`src/rtl/seq_mult_pkg.sv`:
```
// Shared types and sizing helpers for the sequential shift-and-add multiplier-accumulator.
package seq_mult_pkg;

  typedef enum logic [1:0] {
    IDLE = 2'd0,
    RUN  = 2'd1,
    DONE = 2'd2
  } state_t;

  function automatic int STEP_W(input int width);
    return (width < 3) ? 1 : $clog2(width);
  endfunction

  function automatic int RESULT_W(input int width, input int guard);
    return 2 * width + guard;
  endfunction

endpackage

```
`src/rtl/seq_mult_if.sv`:
```
// Operand/result bundle between a requester (master) and the multiplier (slave).
interface seq_mult_if #(
  parameter int WIDTH = 8,
  parameter int GUARD = 4
);
  import seq_mult_pkg::*;
  localparam int P = RESULT_W(WIDTH, GUARD);

  logic             start_i;
  logic [WIDTH-1:0] a_i;
  logic [WIDTH-1:0] b_i;
  logic             signed_i;
  logic             accum_i;
  logic             clear_i;
  logic             busy_o;
  logic             done_o;
  logic [P-1:0]     result_o;
  logic             ovf_o;

  modport master (
    output start_i, a_i, b_i, signed_i, accum_i, clear_i,
    input  busy_o, done_o, result_o, ovf_o
  );

  modport slave (
    input  start_i, a_i, b_i, signed_i, accum_i, clear_i,
    output busy_o, done_o, result_o, ovf_o
  );
endinterface

```
`src/rtl/seq_mult_step.sv`:
```
// One shift-and-add step: add or subtract a pre-shifted partial product at P+1 bits,
// flagging a wrap out of the P-bit result (carry/borrow unsigned, sign mismatch signed).
module seq_mult_step #(
  parameter int P = 20
) (
  input  logic [P-1:0] i_w,
  input  logic [P-1:0] i_addend,
  input  logic         i_sub,
  input  logic         i_sgn,
  output logic [P-1:0] o_sum,
  output logic         o_wrap
);
  logic [P:0] w_x;
  logic [P:0] w_y;
  logic [P:0] w_s;

  always_comb begin
    w_x    = {i_sgn & i_w[P-1], i_w};
    w_y    = {i_sgn & i_addend[P-1], i_addend};
    w_s    = i_sub ? (w_x - w_y) : (w_x + w_y);
    o_sum  = w_s[P-1:0];
    o_wrap = i_sgn ? (w_s[P] ^ w_s[P-1]) : w_s[P];
  end
endmodule

```
`src/rtl/seq_mult.sv`:
```
// Sequential multiplier-accumulator: one multiplier bit per cycle, result and
// sticky overflow published in a single DONE cycle, back-to-back starts from DONE.
module seq_mult
  import seq_mult_pkg::*;
#(
  parameter int WIDTH = 8,
  parameter int GUARD = 4
) (
  input  logic       clk,
  input  logic       rst,
  seq_mult_if.slave  bus
);
  localparam int P  = RESULT_W(WIDTH, GUARD);
  localparam int KW = STEP_W(WIDTH);

  state_t           r_state;
  logic [WIDTH-1:0] r_a;
  logic [WIDTH-1:0] r_b;
  logic             r_sgn;
  logic             r_acc;
  logic [P-1:0]     r_w;
  logic [KW-1:0]    r_k;
  logic             r_ovfp;
  logic [P-1:0]     r_result;
  logic             r_ovf;
  logic             r_done;
  logic             r_busy;

  logic [P-1:0] w_ext;
  logic [P-1:0] w_addend;
  logic [P-1:0] w_sum;
  logic         w_wrap;
  logic         w_last;

  assign w_ext    = {{(P-WIDTH){r_sgn & r_a[WIDTH-1]}}, r_a};
  assign w_addend = w_ext << r_k;
  assign w_last   = (r_k == KW'(WIDTH-1));

  // Two's-complement MSB carries negative weight, hence the final-step subtract.
  seq_mult_step #(.P(P)) u_step (
    .i_w      (r_w),
    .i_addend (w_addend),
    .i_sub    (r_sgn & w_last),
    .i_sgn    (r_sgn),
    .o_sum    (w_sum),
    .o_wrap   (w_wrap)
  );

  always_ff @(posedge clk or posedge rst) begin
    if (rst) begin
      r_state  <= IDLE;
      r_a      <= '0;
      r_b      <= '0;
      r_sgn    <= 1'b0;
      r_acc    <= 1'b0;
      r_w      <= '0;
      r_k      <= '0;
      r_ovfp   <= 1'b0;
      r_result <= '0;
      r_ovf    <= 1'b0;
      r_done   <= 1'b0;
      r_busy   <= 1'b0;
    end else begin
      r_done <= 1'b0;
      unique case (r_state)
        IDLE, DONE: begin
          if (r_state == DONE) begin
            r_result <= r_w;
            r_ovf    <= (r_ovf & r_acc) | r_ovfp;
            r_done   <= 1'b1;
          end
          if (bus.clear_i) begin
            r_result <= '0;
            r_ovf    <= 1'b0;
          end
          if (bus.start_i) begin
            r_a     <= bus.a_i;
            r_b     <= bus.b_i;
            r_sgn   <= bus.signed_i;
            r_acc   <= bus.accum_i;
            // In DONE the value being published is r_w itself, so accumulate from it.
            if (bus.accum_i && !bus.clear_i)
              r_w <= (r_state == DONE) ? r_w : r_result;
            else
              r_w <= '0;
            r_k     <= '0;
            r_ovfp  <= 1'b0;
            r_busy  <= 1'b1;
            r_state <= RUN;
          end else begin
            r_state <= IDLE;
          end
        end
        RUN: begin
          if (r_b[r_k]) begin
            r_w <= w_sum;
            if (w_wrap) r_ovfp <= 1'b1;
          end
          r_k <= r_k + 1'b1;
          if (w_last) begin
            r_busy  <= 1'b0;
            r_state <= DONE;
          end
        end
        default: r_state <= IDLE;
      endcase
    end
  end

  assign bus.busy_o   = r_busy;
  assign bus.done_o   = r_done;
  assign bus.result_o = r_result;
  assign bus.ovf_o    = r_ovf;
endmodule

```
`src/flat_wrapper.sv`:
```
// flat-port wrapper written by rule: the top's interface ports become plain ports
module seq_mult_flat import seq_mult_pkg::*;
#(
  parameter int WIDTH = 8,
  parameter int GUARD = 4
)
  (clk, rst, bus_start_i, bus_a_i, bus_b_i, bus_signed_i, bus_accum_i, bus_clear_i, bus_busy_o, bus_done_o, bus_result_o, bus_ovf_o);
  seq_mult_if #(.WIDTH(WIDTH), .GUARD(GUARD)) bus_i ();
  input  logic clk;
  input  logic rst;
  input wire logic [$bits(bus_i.start_i)-1:0] bus_start_i;
  input wire logic [$bits(bus_i.a_i)-1:0] bus_a_i;
  input wire logic [$bits(bus_i.b_i)-1:0] bus_b_i;
  input wire logic [$bits(bus_i.signed_i)-1:0] bus_signed_i;
  input wire logic [$bits(bus_i.accum_i)-1:0] bus_accum_i;
  input wire logic [$bits(bus_i.clear_i)-1:0] bus_clear_i;
  output wire logic [$bits(bus_i.busy_o)-1:0] bus_busy_o;
  output wire logic [$bits(bus_i.done_o)-1:0] bus_done_o;
  output wire logic [$bits(bus_i.result_o)-1:0] bus_result_o;
  output wire logic [$bits(bus_i.ovf_o)-1:0] bus_ovf_o;
  assign bus_i.start_i = bus_start_i;
  assign bus_i.a_i = bus_a_i;
  assign bus_i.b_i = bus_b_i;
  assign bus_i.signed_i = bus_signed_i;
  assign bus_i.accum_i = bus_accum_i;
  assign bus_i.clear_i = bus_clear_i;
  assign bus_busy_o = bus_i.busy_o;
  assign bus_done_o = bus_i.done_o;
  assign bus_result_o = bus_i.result_o;
  assign bus_ovf_o = bus_i.ovf_o;
  seq_mult #(.WIDTH(WIDTH), .GUARD(GUARD)) u_core (.clk(clk), .rst(rst), .bus(bus_i));
endmodule
```
`config.mk`:
```
export PLATFORM = sky130hd
export DESIGN_NAME = seq_mult_flat
export DESIGN_NICKNAME = d
export VERILOG_FILES = /design/src/rtl/seq_mult_pkg.sv /design/src/rtl/seq_mult_if.sv /design/src/rtl/seq_mult_step.sv /design/src/rtl/seq_mult.sv /design/src/flat_wrapper.sv
export SDC_FILE = /design/constraint.sdc
export NUM_CORES = 1
export LEC_CHECK = 0
export CORE_MARGIN = 2
export CORE_UTILIZATION = 58
export CTS_CLUSTER_SIZE = 14
export DETAILED_ROUTE_END_ITERATION = 10
export PLACE_DENSITY = 0.79
export SYNTH_ARGS = -nofsm -noshare
export SYNTH_HDL_FRONTEND = slang
export SYNTH_SLANG_ARGS = --single-unit
```
`constraint.sdc`:
```
create_clock -name clk -period 4.9 [get_ports clk]
set_input_delay 0.98 -clock clk [delete_from_list [all_inputs] [get_ports clk]]
set_output_delay 0.98 -clock clk [all_outputs]
set_load 0.02 [all_outputs]
```
==> metrics.md, run 1 <==
| Metric | Value |
|---|---|
| Synth cell types | 67 |
| Mean Syn Cell Area | 8.66 sq um |
| Crit path max fanout | 22 |
| Net Count, Synth | 594 |
| Vias in the first global route | 3,905 |
| Synthesized area | 0.00475 sq mm |
| Critical R2R Launch | u_core.r_k[1] |
| Data arrival, critical path | 4720 ps |
| Crit path time final | 4490 ps |
| Number of synthesis warnings | 0 |
| Hold Crit Depth | 2 |
| GRT Max-Usage Layer | met2 |
| Nets | 627 |
| Post-synth EDFFs | 0 |
| Worst Path Required | 5130 ps |
| Min-Delay Endpoint | u_core.r_b[3] |
| Clk_lat worst skew | 360 ps |
| Antenna diodes | 0 |
| Worst setup EP type | flop |
| Setup Viol. Count Final | 0 |
| # rows | 32 |
| Die width | 94.5 um |
| Post-CTS Setup Bufs | 0 |
| Grt ovf | 0 |
| Reg2reg setup slack | 410 ps |
| Crit share post-route | 91.6% |
| Met1 Usage GRT | 36.4% |
| Worst path max stage delay | 820 ps |
| Met2 GRT Util | 45.1% |
| Dominant synthesized flop cell | dfrtp_1 |
| Drt total wl | 11,100 um |
| Layout Skew | 10.6 ps |
| Die area | 0.00892 sq mm |
| CTS Buffer Depth | 2 |
| Crit start category | flop |
| R2R Path End | u_core.r_ovfp |
| Clk root buf | clkbuf_8 |
| CTS Buf Count | 9 |
| Starting density of the core | 60.5% |
| Fmax | 0.223 GHz |
| Slowest stage cell, crit path | dfrtp_1 |
| Worst Reg-to-Reg Cells | 18 |
| Final hold vios | 0 |
| Largest net degree at the start of global routing | 37 |
| DR iter-0 viols | 245 |
| Crit path max-delay family | compound AO/OA/AOI/OAI gates |
| Fin worst setup slack | 411 ps |
| Pre-CTS WS | 486 ps |
| Rel. slew slack | 46.9% |
| Most common cell after layout, fill and taps aside | nand2_1 |
| Crit path kind | flop to flop |
| Non-Filler Instances | 688 |
| Seq/Total Area, Yosys | 35.3% |
| Worst Hold Launch | u_core.r_b[3] |
| Core box area | 0.00785 sq mm |
| Status | finished, final reports clean |
| MaxCap Viol Count | 0 |
| Clock-pin slew on the worst setup and hold paths | 80 ps |
| Cells after Synth | 548 |
| Wire per inst | 16.2 um |
| Clk sinks | 67 |
| Hold Buf Count CTS | 0 |
| Area Overhead vs Synth | 14.3% |
| Final core occ | 69.1% |
| Flops & latches, synth | 67 |
| Chip height | 94.5 um |
| Dpl cells | 672 |
| H-tree depth | 3 |
| Slew @ Worst Pin | 795 ps |
| PortBufs | 44 |
| Initial antenna violation count | 0 |
| Max-slew violation count | 0 |
| Post-synthesis async set-or-reset flop share | 100% |
| GPL Wtd Cong | 0.943 |
| RSZ-0062 raised after global routing | false |
| Setup_tns | 0 ps |
| Antenna Violating Nets Remaining | 0 |
| Most frequent cells in the layout | nand2_1 (105), dfrtp_1 (67), a21oi_1 (45), o21ai_0 (45), clkdlybuf4s50_1 (44) |
| Global Route Usage Sum | 27.2% |
| HPWL Detailed | 8260 um |
| Critical path buffers and inverters | 1 |
| Global-route wire length before repair | 18,900 um |
| Post-cts gate resize count | 0 |
| I/O pin total | 45 |
| Hold WC Path Type | flop to flop |
| # DRC | 0 |
| Layout cells sized above 1 | 9.90% |
| TritonCTS clock tree | built |
| Drt first pass iters | 5 |
| Drt via density | 6.00 |
| Via count | 4,126 |
| CP Cell Sequence | buf_4 > nand2_1 > o221a_2 > nor2_1 > a32oi_1 > nor3_2 > a21oi_1 > xnor2_1 > mux2_2 > ha_1 > and4_1 > and2_1 > nand3_1 > o221a_2 > a21oi_1 > xor2_2 > xnor2_1 > o21ai_1 |
| Met3 usage | 4.87% |
## state kept, by name, summed over array words and instances, names as in the netlist, 2 cells and up
signal / cells
u_core.bus.result_o: 20
u_core.r_w: 20
u_core.r_a: 8
u_core.r_b: 8
u_core.r_k: 3
u_core.r_state: 2
## worst max-delay path by stage
stage                  start            end  slack [ps]  depth (start not counted)
2_1_floorplan  u_core.r_k[1]  u_core.r_ovfp        1080                         17
3_3_place_gp   u_core.r_k[1]  u_core.r_ovfp         620                         17
3_5_place_dp   u_core.r_k[1]  u_core.r_ovfp         490                         16
4_1_cts        u_core.r_k[1]  u_core.r_ovfp         450                         16
5_1_grt        u_core.r_k[1]  u_core.r_ovfp         110                         18
6_report       u_core.r_k[1]  u_core.r_ovfp         410                         18
## cells by family (layout without fill, tap and decap cells)
logic type	count (synthesis)	in the layout	synth area share, %
flops	67	67	35.3
xor+xnor	29	29	5.51
mux	16	16	5.27
buf+inv	48	86	4.43
fa+ha+maj	24	24	6.48
simple gates	188	188	18.3
compound gates	176	176	24.7
## cell type report
type | count | area, sq um
clock buffer | 11 | 131
clock inverter | 5 | 53.8
fill | 646 | 2420
inverter | 16 | 60.1
multi-input combinational | 433 | 2860
sequential | 67 | 1680
tap | 102 | 128
timing repair buffer | 54 | 515
## metal layers
metal	vias up	wire length (um)	share of wire (%)
li1	2012	-	-
met1	1971	4930	44
met2	123	5380	48
met3	20	591	5.3
met4	0	227	2.0
met5	-	0	0
## cells in the mapped netlist (all sizes together), types with 8 or more instances
cell type / n / share of area [%]
a21oi: 47 / 5.1
xnor2: 18 / 3.3
nand2: 105 / 8.3
nand3: 8 / 0.84
clkbuf: 22 / 1.7
buf: 10 / 1.4
a22o: 18 / 3.3
a22oi: 18 / 2.8
ha: 23 / 6.1
o21ai: 47 / 5.0
inv: 16 / 1.3
xor2: 11 / 2.2
a21o: 8 / 1.3
nor2: 26 / 2.1
nor2b: 13 / 1.7
dfrtp: 67 / 35
## through the flow
step | hold WS, ps | cell area (sq um)
after floorplan | 437 | 4750
after global placement | 449 | 5240
after CTS | 482 | 5430
after global routing | 506 | 5430
final | 478 | 5430
after detailed placement | 462 | 5240
## worst min-delay path, cell delays in order, from the launching register on
cell and delay (ps):
dfrtp_1 340, nand2_1 50, nand2_1 50
Power of run 1 is left out: the tool's default activity adds up to more than one toggle a clock period on the data nets, which glitch-free logic cannot reach.
==> run 2, diff against run 1 <==
SLEW_MARGIN = 0   (was unset)
==> results of run 2 <==
No change in the layout: final DEF, timing and power equal those of run 1.
Power of run 2 is left out for the same reason.
